### config.mk
export PLATFORM = sky130hd
export DESIGN_NAME = cpu_load_store_unit
export DESIGN_NICKNAME = d
export VERILOG_FILES = /design/src/rtl/cpu_defs_pkg.sv /design/src/rtl/cpu_store_fifo.sv /design/src/rtl/cpu_load_store_unit.sv
export SDC_FILE = /design/constraint.sdc
export NUM_CORES = 1
export LEC_CHECK = 0
export BUFFER_PORTS_ARGS = -buffer_cell sky130_fd_sc_hd__buf_2
export CAP_MARGIN = 20
export CELL_PAD_IN_SITES_DETAIL_PLACEMENT = 0
export CELL_PAD_IN_SITES_GLOBAL_PLACEMENT = 1
export CORE_ASPECT_RATIO = 0.9
export CORE_MARGIN = 2
export CORE_UTILIZATION = 43
export DETAILED_ROUTE_END_ITERATION = 10
export PLACE_DENSITY_LB_ADDON = 0.1
export SYNTH_ARGS = -nofsm -noshare
export SYNTH_HDL_FRONTEND = slang
export SYNTH_SLANG_ARGS = --single-unit
### constraint.sdc
create_clock -name CLK -period 2.65 [get_ports CLK]
set_input_delay 0.1325 -clock CLK [delete_from_list [all_inputs] [get_ports CLK]]
set_output_delay 0.1325 -clock CLK [all_outputs]
set_load 0.1 [all_outputs]
### src/rtl/cpu_defs_pkg.sv
// Purpose: shared definitions for the load/store unit (FSM states, lane helpers).
// Latency: n/a (types and constant functions only).
// Backpressure: n/a.
package cpu_defs;

    typedef enum logic [1:0] {
        LSU_IDLE      = 2'd0,
        LSU_LOAD_REQ  = 2'd1,
        LSU_LOAD_WAIT = 2'd2
    } lsu_state_t;

    // Lane geometry for the default 16-bit datapath.
    localparam int DEFAULT_BITS = 16;
    localparam int LANES        = DEFAULT_BITS / 8;
    localparam int LANE_BITS    = $clog2(LANES);

    // Byte lanes in a BITS-wide word.
    function automatic int lanes_of(input int bits);
        return bits / 8;
    endfunction

    // Width of the lane index; never below 1 so part-selects stay legal.
    function automatic int lane_bits_of(input int bits);
        return ((bits / 8) > 1) ? $clog2(bits / 8) : 1;
    endfunction

endpackage

### src/rtl/cpu_store_fifo.sv
// Purpose: generic synchronous FIFO buffering store entries ahead of the memory bus.
// Latency: a pushed entry is visible on pop_data the cycle after the push.
// Backpressure: push ignored when full, pop ignored when empty; caller watches full/empty.
// Ports: CLK, RST (async, active-high), push/push_data, pop/pop_data (head, combinational),
//        full, empty, count.
module cpu_store_fifo
    import cpu_defs::*;
#(
    parameter int WIDTH = 8,
    parameter int DEPTH = 4
) (
    input  logic                       CLK,
    input  logic                       RST,
    input  logic                       push,
    input  logic [WIDTH-1:0]           push_data,
    input  logic                       pop,
    output logic [WIDTH-1:0]           pop_data,
    output logic                       full,
    output logic                       empty,
    output logic [$clog2(DEPTH):0]     count
);

    localparam int PTR_BITS = $clog2(DEPTH);
    localparam int CNT_BITS = PTR_BITS + 1;

    logic [WIDTH-1:0]    storage [DEPTH];
    logic [PTR_BITS-1:0] wr_ptr;
    logic [PTR_BITS-1:0] rd_ptr;
    logic                do_push;
    logic                do_pop;

    assign full     = (count == CNT_BITS'(DEPTH));
    assign empty    = (count == '0);
    assign do_push  = push && !full;
    assign do_pop   = pop && !empty;
    assign pop_data = storage[rd_ptr];

    // Payload storage carries no reset; only pointers and count define validity.
    always_ff @(posedge CLK) begin
        if (do_push) begin
            storage[wr_ptr] <= push_data;
        end
    end

    always_ff @(posedge CLK or posedge RST) begin
        if (RST) begin
            wr_ptr <= '0;
            rd_ptr <= '0;
            count  <= '0;
        end else begin
            if (do_push) begin
                wr_ptr <= wr_ptr + PTR_BITS'(1);
            end
            if (do_pop) begin
                rd_ptr <= rd_ptr + PTR_BITS'(1);
            end
            case ({do_push, do_pop})
                2'b10:   count <= count + CNT_BITS'(1);
                2'b01:   count <= count - CNT_BITS'(1);
                default: count <= count;
            endcase
        end
    end

endmodule

### src/rtl/cpu_load_store_unit.sv
// Purpose: sequential load/store unit between execute and the memory bus (store buffer + load FSM).
// Latency: stores reach the bus the cycle after acceptance; load result 1 cycle after mem_rvalid.
// Backpressure: req_ready low when the store buffer is full, a load is in flight, or a load waits on stores.
// Ports: CLK, RST; req_* from execute (valid/ready); mem_* request channel (valid/ready) and
//        mem_rvalid/mem_rdata response; wb_* registered load writeback; align_error pulse; idle.
module cpu_load_store_unit
    import cpu_defs::*;
#(
    parameter int BITS          = 16,
    parameter int ADDRESS_BITS  = 16,
    parameter int REGISTER_BITS = 4,
    parameter int STORE_DEPTH   = 4
) (
    input  logic                                          CLK,
    input  logic                                          RST,
    input  logic                                          req_valid,
    output logic                                          req_ready,
    input  logic                                          req_store,
    input  logic                                          req_byte,
    input  logic                                          req_sx,
    input  logic [ADDRESS_BITS-1:0]                       req_address,
    input  logic [BITS-1:0]                               req_data,
    input  logic [REGISTER_BITS-1:0]                      req_dest,
    output logic                                          mem_valid,
    input  logic                                          mem_ready,
    output logic                                          mem_wr,
    output logic [ADDRESS_BITS-lane_bits_of(BITS)-1:0]    mem_addr,
    output logic [BITS-1:0]                               mem_wdata,
    output logic [BITS/8-1:0]                             mem_wr_mask,
    input  logic                                          mem_rvalid,
    input  logic [BITS-1:0]                               mem_rdata,
    output logic                                          wb_valid,
    output logic [REGISTER_BITS-1:0]                      wb_dest,
    output logic [BITS-1:0]                               wb_data,
    output logic                                          align_error,
    output logic                                          idle
);

    localparam int LANE_CNT   = lanes_of(BITS);
    localparam int LANE_W     = lane_bits_of(BITS);
    localparam int WADDR_BITS = ADDRESS_BITS - LANE_W;
    localparam int CNT_BITS   = $clog2(STORE_DEPTH) + 1;

    typedef struct packed {
        logic [WADDR_BITS-1:0] addr;
        logic [BITS-1:0]       wdata;
        logic [LANE_CNT-1:0]   mask;
    } store_entry_t;

    localparam int ENTRY_BITS = $bits(store_entry_t);

    lsu_state_t              state;
    logic [LANE_W-1:0]       req_lane;
    logic [WADDR_BITS-1:0]   req_waddr;
    logic                    misaligned;
    logic                    req_fire;
    logic                    store_fire;
    logic                    load_fire;
    logic                    drain_fire;

    store_entry_t            new_entry;
    store_entry_t            head_entry;
    logic                    fifo_full;
    logic                    fifo_empty;
    logic [CNT_BITS-1:0]     fifo_count;

    logic [WADDR_BITS-1:0]   ld_waddr;
    logic [LANE_W-1:0]       ld_lane;
    logic                    ld_byte;
    logic                    ld_sx;
    logic [REGISTER_BITS-1:0] ld_dest;
    logic [7:0]              lane_byte;
    logic [BITS-1:0]         load_result;

    assign req_lane   = req_address[LANE_W-1:0];
    assign req_waddr  = req_address[ADDRESS_BITS-1:LANE_W];
    assign misaligned = !req_byte && (req_lane != '0);

    // Loads wait for an empty store buffer, giving program order without forwarding.
    // A full buffer stalls stores even when a drain completes this cycle.
    assign req_ready  = (state == LSU_IDLE) && (req_store ? !fifo_full : fifo_empty);
    assign req_fire   = req_valid && req_ready;
    assign store_fire = req_fire && req_store && !misaligned;
    assign load_fire  = req_fire && !req_store && !misaligned;
    assign drain_fire = (state == LSU_IDLE) && !fifo_empty && mem_ready;

    assign idle = (fifo_count == '0) && (state == LSU_IDLE);

    // Store entry: byte stores land in their lane with a one-hot mask.
    always_comb begin
        new_entry      = '0;
        new_entry.addr = req_waddr;
        if (req_byte) begin
            for (int i = 0; i < LANE_CNT; i++) begin
                if (req_lane == LANE_W'(i)) begin
                    new_entry.wdata[8*i +: 8] = req_data[7:0];
                    new_entry.mask[i]         = 1'b1;
                end
            end
        end else begin
            new_entry.wdata = req_data;
            new_entry.mask  = '1;
        end
    end

    cpu_store_fifo #(
        .WIDTH (ENTRY_BITS),
        .DEPTH (STORE_DEPTH)
    ) u_store_fifo (
        .CLK       (CLK),
        .RST       (RST),
        .push      (store_fire),
        .push_data (new_entry),
        .pop       (drain_fire),
        .pop_data  (head_entry),
        .full      (fifo_full),
        .empty     (fifo_empty),
        .count     (fifo_count)
    );

    // Bus outputs depend only on registered state, so they hold until mem_ready:
    // the FIFO head cannot change without a pop, and load fields are latched.
    always_comb begin
        mem_valid   = 1'b0;
        mem_wr      = 1'b0;
        mem_addr    = '0;
        mem_wdata   = '0;
        mem_wr_mask = '1;
        if (state == LSU_LOAD_REQ) begin
            mem_valid = 1'b1;
            mem_addr  = ld_waddr;
        end else if ((state == LSU_IDLE) && !fifo_empty) begin
            mem_valid   = 1'b1;
            mem_wr      = 1'b1;
            mem_addr    = head_entry.addr;
            mem_wdata   = head_entry.wdata;
            mem_wr_mask = head_entry.mask;
        end
    end

    // Load data alignment and extension.
    always_comb begin
        lane_byte = '0;
        for (int i = 0; i < LANE_CNT; i++) begin
            if (ld_lane == LANE_W'(i)) begin
                lane_byte = mem_rdata[8*i +: 8];
            end
        end
        if (ld_byte) begin
            load_result = {{(BITS-8){ld_sx & lane_byte[7]}}, lane_byte};
        end else begin
            load_result = mem_rdata;
        end
    end

    always_ff @(posedge CLK or posedge RST) begin
        if (RST) begin
            state       <= LSU_IDLE;
            ld_waddr    <= '0;
            ld_lane     <= '0;
            ld_byte     <= 1'b0;
            ld_sx       <= 1'b0;
            ld_dest     <= '0;
            wb_valid    <= 1'b0;
            wb_dest     <= '0;
            wb_data     <= '0;
            align_error <= 1'b0;
        end else begin
            align_error <= req_fire && misaligned;
            wb_valid    <= 1'b0;
            case (state)
                LSU_IDLE: begin
                    if (load_fire) begin
                        ld_waddr <= req_waddr;
                        ld_lane  <= req_lane;
                        ld_byte  <= req_byte;
                        ld_sx    <= req_sx;
                        ld_dest  <= req_dest;
                        state    <= LSU_LOAD_REQ;
                    end
                end
                LSU_LOAD_REQ: begin
                    if (mem_ready) begin
                        state <= LSU_LOAD_WAIT;
                    end
                end
                LSU_LOAD_WAIT: begin
                    // Responses are only honoured here; stray rvalid elsewhere is dropped.
                    if (mem_rvalid) begin
                        wb_valid <= 1'b1;
                        wb_dest  <= ld_dest;
                        wb_data  <= load_result;
                        state    <= LSU_IDLE;
                    end
                end
                default: state <= LSU_IDLE;
            endcase
        end
    end

endmodule

==> metrics list <==
* Run status: finished clean
- The later pin in the worst-skew pair is clocked with a latency of 0.42 ns.
- DR DRC count: 0
* Post-route core utilization: 0.5817
- Fmax achieved: 443.4 MHz
* Family with the most delay on the worst path: multiplexers
- Hold Path Depth: 3
- Placeable core area: 17060 um^2
- The detail route stage leaves a number of antenna-violating nets equal to 0.
* Synth Net Count: 516
- Height of the chip: 129.8 um
- Counting along the longest clock path gives a buffer depth of 2.
* Total Neg Setup Slack: 0 ns
- The die is 143.8 um wide.
* Count of max-cap constraint violations: 0
* Remaining global-route overflow: 0
- CP Launch Type: flop
- Number of levels in the clock H-tree: 4
- RSZ-0062 raised after global routing: no
- Clock tree from TritonCTS: done
- Across every metal layer, demand over resource in global routing totals 0.1822.
- Final Max Slew Viols: 0
- Slew at the pin closest to its max-slew limit: 0.5695 ns
- Worst Path Arrival: 2.12 ns
- The first detailed-routing pass ran for 4 iterations.
* Slowest CP cell: sky130_fd_sc_hd__mux4_2
- After detailed placement, the design holds a cell count of 802.
- Overall die area: 18670 um^2
- The number of setup buffers added after CTS is 0.
- Entering global routing, the biggest net connects 25 pins.
- Antenna violations before repair: 0
- Part of the cycle the worst path needs: 0.8510
* Clock Skews: 0.007050 ns
- Proportion of netlist area held by the largest area contributor: 0.5242
* Register area share after synthesis: 0.6995
- Sink count of the clock tree: 185
- Using the TritonRoute via totals, the vias-per-cell ratio works out to 5.022.
- After floorplanning, the core was divided into 45 placement rows.
* Number of antenna repair diodes: 0
* Number of I/O port buffers: 118
- Clock-pin slew was measured on the worst setup and hold paths at 0.07 ns.
- Along the worst path, the maximum fanout reaches 23.
- In this run the number of cells on the critical path is 4.
* Dominant register cell in the synthesized netlist: sky130_fd_sc_hd__edfxtp_1
- In this run, post-CTS hold repair placed 34 buffers.
* Hold Worst Slack: 0.01886 ns
- Number of synthesized flops with an enable pin: 132
- Among all cell types in the netlist, the one instantiated most often is sky130_fd_sc_hd__edfxtp_1.
- The worst setup path is of the reg -> out kind.
- HP Class: in -> reg
- Summing over every cut layer, the via total after detailed routing is 4359.
* Warning count from the yosys run: 0
- Final count of hold timing violations: 0
* Share of async-settable or async-resettable flops after synthesis: 0.2865
- Total of flip-flops plus latches after synthesis: 185
* Ratio of cells with drive above 1 in the final layout: 0.3791
* Clock root buffer master: sky130_fd_sc_hd__clkbuf_16
* Total standard cell area after synthesis: 7562 um^2
- Time the worst path needs with I/O delays and setup: 2.255 ns
- In this run, distinct cell masters in the synthesized netlist total 41.
* CP endpoint kind: output pin
- The biggest area contributor in the post-synthesis netlist is sky130_fd_sc_hd__edfxtp_1.
* Global-route wire length before repair: 24760 um
- By count the netlist is led by sky130_fd_sc_hd__edfxtp_1, sky130_fd_sc_hd__dfrtp_1, sky130_fd_sc_hd__nand2_1, sky130_fd_sc_hd__mux4_2, sky130_fd_sc_hd__mux2_2.
- Counting the buffers created by CTS gives 17.
* Detailed router's first-iteration violation count: 256
* Finished Layout Cells: 868
- Buffers and inverters on the worst path: 2
- Setup slack on the worst reg-to-reg path comes out at 0.49 ns.
- Cell types occupying the most area after synthesis: sky130_fd_sc_hd__edfxtp_1, sky130_fd_sc_hd__dfrtp_1, sky130_fd_sc_hd__mux4_2
- Routability-driven placement finished with a final weighted congestion of 0.7375.
- In this design, the stage delay of the slowest critical-path cell is 0.52 ns.
* Final Routed Wirelength: 16160 um
- Setup violations remaining at the end of the flow were counted as 0.
- Cell repeated most along the worst path: sky130_fd_sc_hd__buf_12
- The number of global-route vias before repair came to 4451.
- Initial cell density of the core: 0.4433
- Post-synthesis average cell area: 16.81 um^2
- During I/O placement, the number of pins put on the boundary was 119.
* Register-to-Register Path Depth: 9
- Nets: 686
- Measured against its own limit, the worst slew margin works out to 0.6199.
- Number of instances in the synthesized netlist: 450
* Layout overhead on the synthesized area: 31.22%
- Data required time of the critical path: 2.52 ns
* DR WL/cell: 18.62 um
- List of cells traversed by the critical path: buf_12, mux4_2, a22o_1, buf_12
- Post-cts repair resize count: 0
* HPWL after DPL: 10460 um
==> final cells by class <==
| cell class | count | area [um^2] |
|---|---|---|
| Inverter | 19 | 71.32 |
| Multi-Input combinational cell | 222 | 2090 |
| Sequential cell | 185 | 5291 |
| Timing Repair Buffer | 175 | 1624 |
| Tap cell | 235 | 294.0 |
| Clock inverter | 12 | 116.4 |
| Fill cell | 1336 | 7137 |
| Clock buffer | 20 | 436.7 |
==> state kept, by name, summed over array words and instances, names as in the netlist, 2 cells and up <==
name / flops
ld_dest: 4
ld_waddr: 15
state: 2
u_store_fifo.count: 3
u_store_fifo.rd_ptr: 2
u_store_fifo.storage: 132
u_store_fifo.wr_ptr: 2
wb_data: 16
wb_dest: 4
==> worst paths after layout <==
path / start / end
worst max-delay path: u_store_fifo.rd_ptr[0] / mem_addr[4]
worst min-delay path: mem_rdata[0] / wb_data[0]
worst max register to register: state[1] / u_store_fifo.count[2]
worst min register to register: ld_dest[3] / wb_dest[3]
max in group asynchronous: RST / ld_waddr[2]
min in group asynchronous: RST / ld_waddr[8]
==> cell families (layout without fill, tap and decap cells) <==
| logic type | count (synthesis) | after routing | synth area share |
|---|---|---|---|
| AOI/OAI and AO/OA | 44 | 44 | 0.03872 |
| muxes | 64 | 64 | 0.1444 |
| buffers and inverters | 43 | 226 | 0.02680 |
| and+or+nand+nor | 102 | 102 | 0.07264 |
| DFF | 185 | 185 | 0.6995 |
| adders and majority gates | 6 | 6 | 0.01092 |
| xor gates and xnor gates | 6 | 6 | 0.006950 |
==> worst min-delay path, stage by stage <==
cell                      delay [ns]
sky130_fd_sc_hd__buf_2          0.08
sky130_fd_sc_hd__mux2i_1        0.05
sky130_fd_sc_hd__o21ai_0        0.14
==> cells in the final DEF (no fill, tap or decap), types with 18 or more instances in the layout <==
cell type / netlist / layout
sky130_fd_sc_hd__dfrtp_1: 53 / 52
sky130_fd_sc_hd__edfxtp_1: 132 / 132
sky130_fd_sc_hd__o21ai_0: 18 / 18
sky130_fd_sc_hd__dlygate4sd3_1: 0 / 34
sky130_fd_sc_hd__buf_4: 3 / 21
sky130_fd_sc_hd__mux2_2: 19 / 19
sky130_fd_sc_hd__mux4_2: 33 / 33
sky130_fd_sc_hd__buf_12: 0 / 35
sky130_fd_sc_hd__nand2_1: 37 / 37
sky130_fd_sc_hd__buf_2: 6 / 85
==> layer usage <==
metal / routed length, um / global-route usage / part of all wire / up-vias
met5: 0 / 0 / 0 / -
met4: 131 / 0.04902 / 0.0081 / 0
met3: 729 / 0.04477 / 0.045 / 9
met2: 7872 / 0.2955 / 0.49 / 118
met1: 7424 / 0.2499 / 0.46 / 2191
li1: - / - / - / 2041
==> stage by stage <==
step                      setup WS [ns]  instance area [um^2]
after floorplan                  0.1564                  7572
after detailed placement         0.4883                  9030
after global routing             0.2450                  9923
final                            0.3949                  9923
after global placement           0.5421                  9030
after CTS                        0.3473                  9923
Power is left out: the tool's default activity adds up to more than one toggle a clock period on the data nets, which glitch-free logic cannot reach.
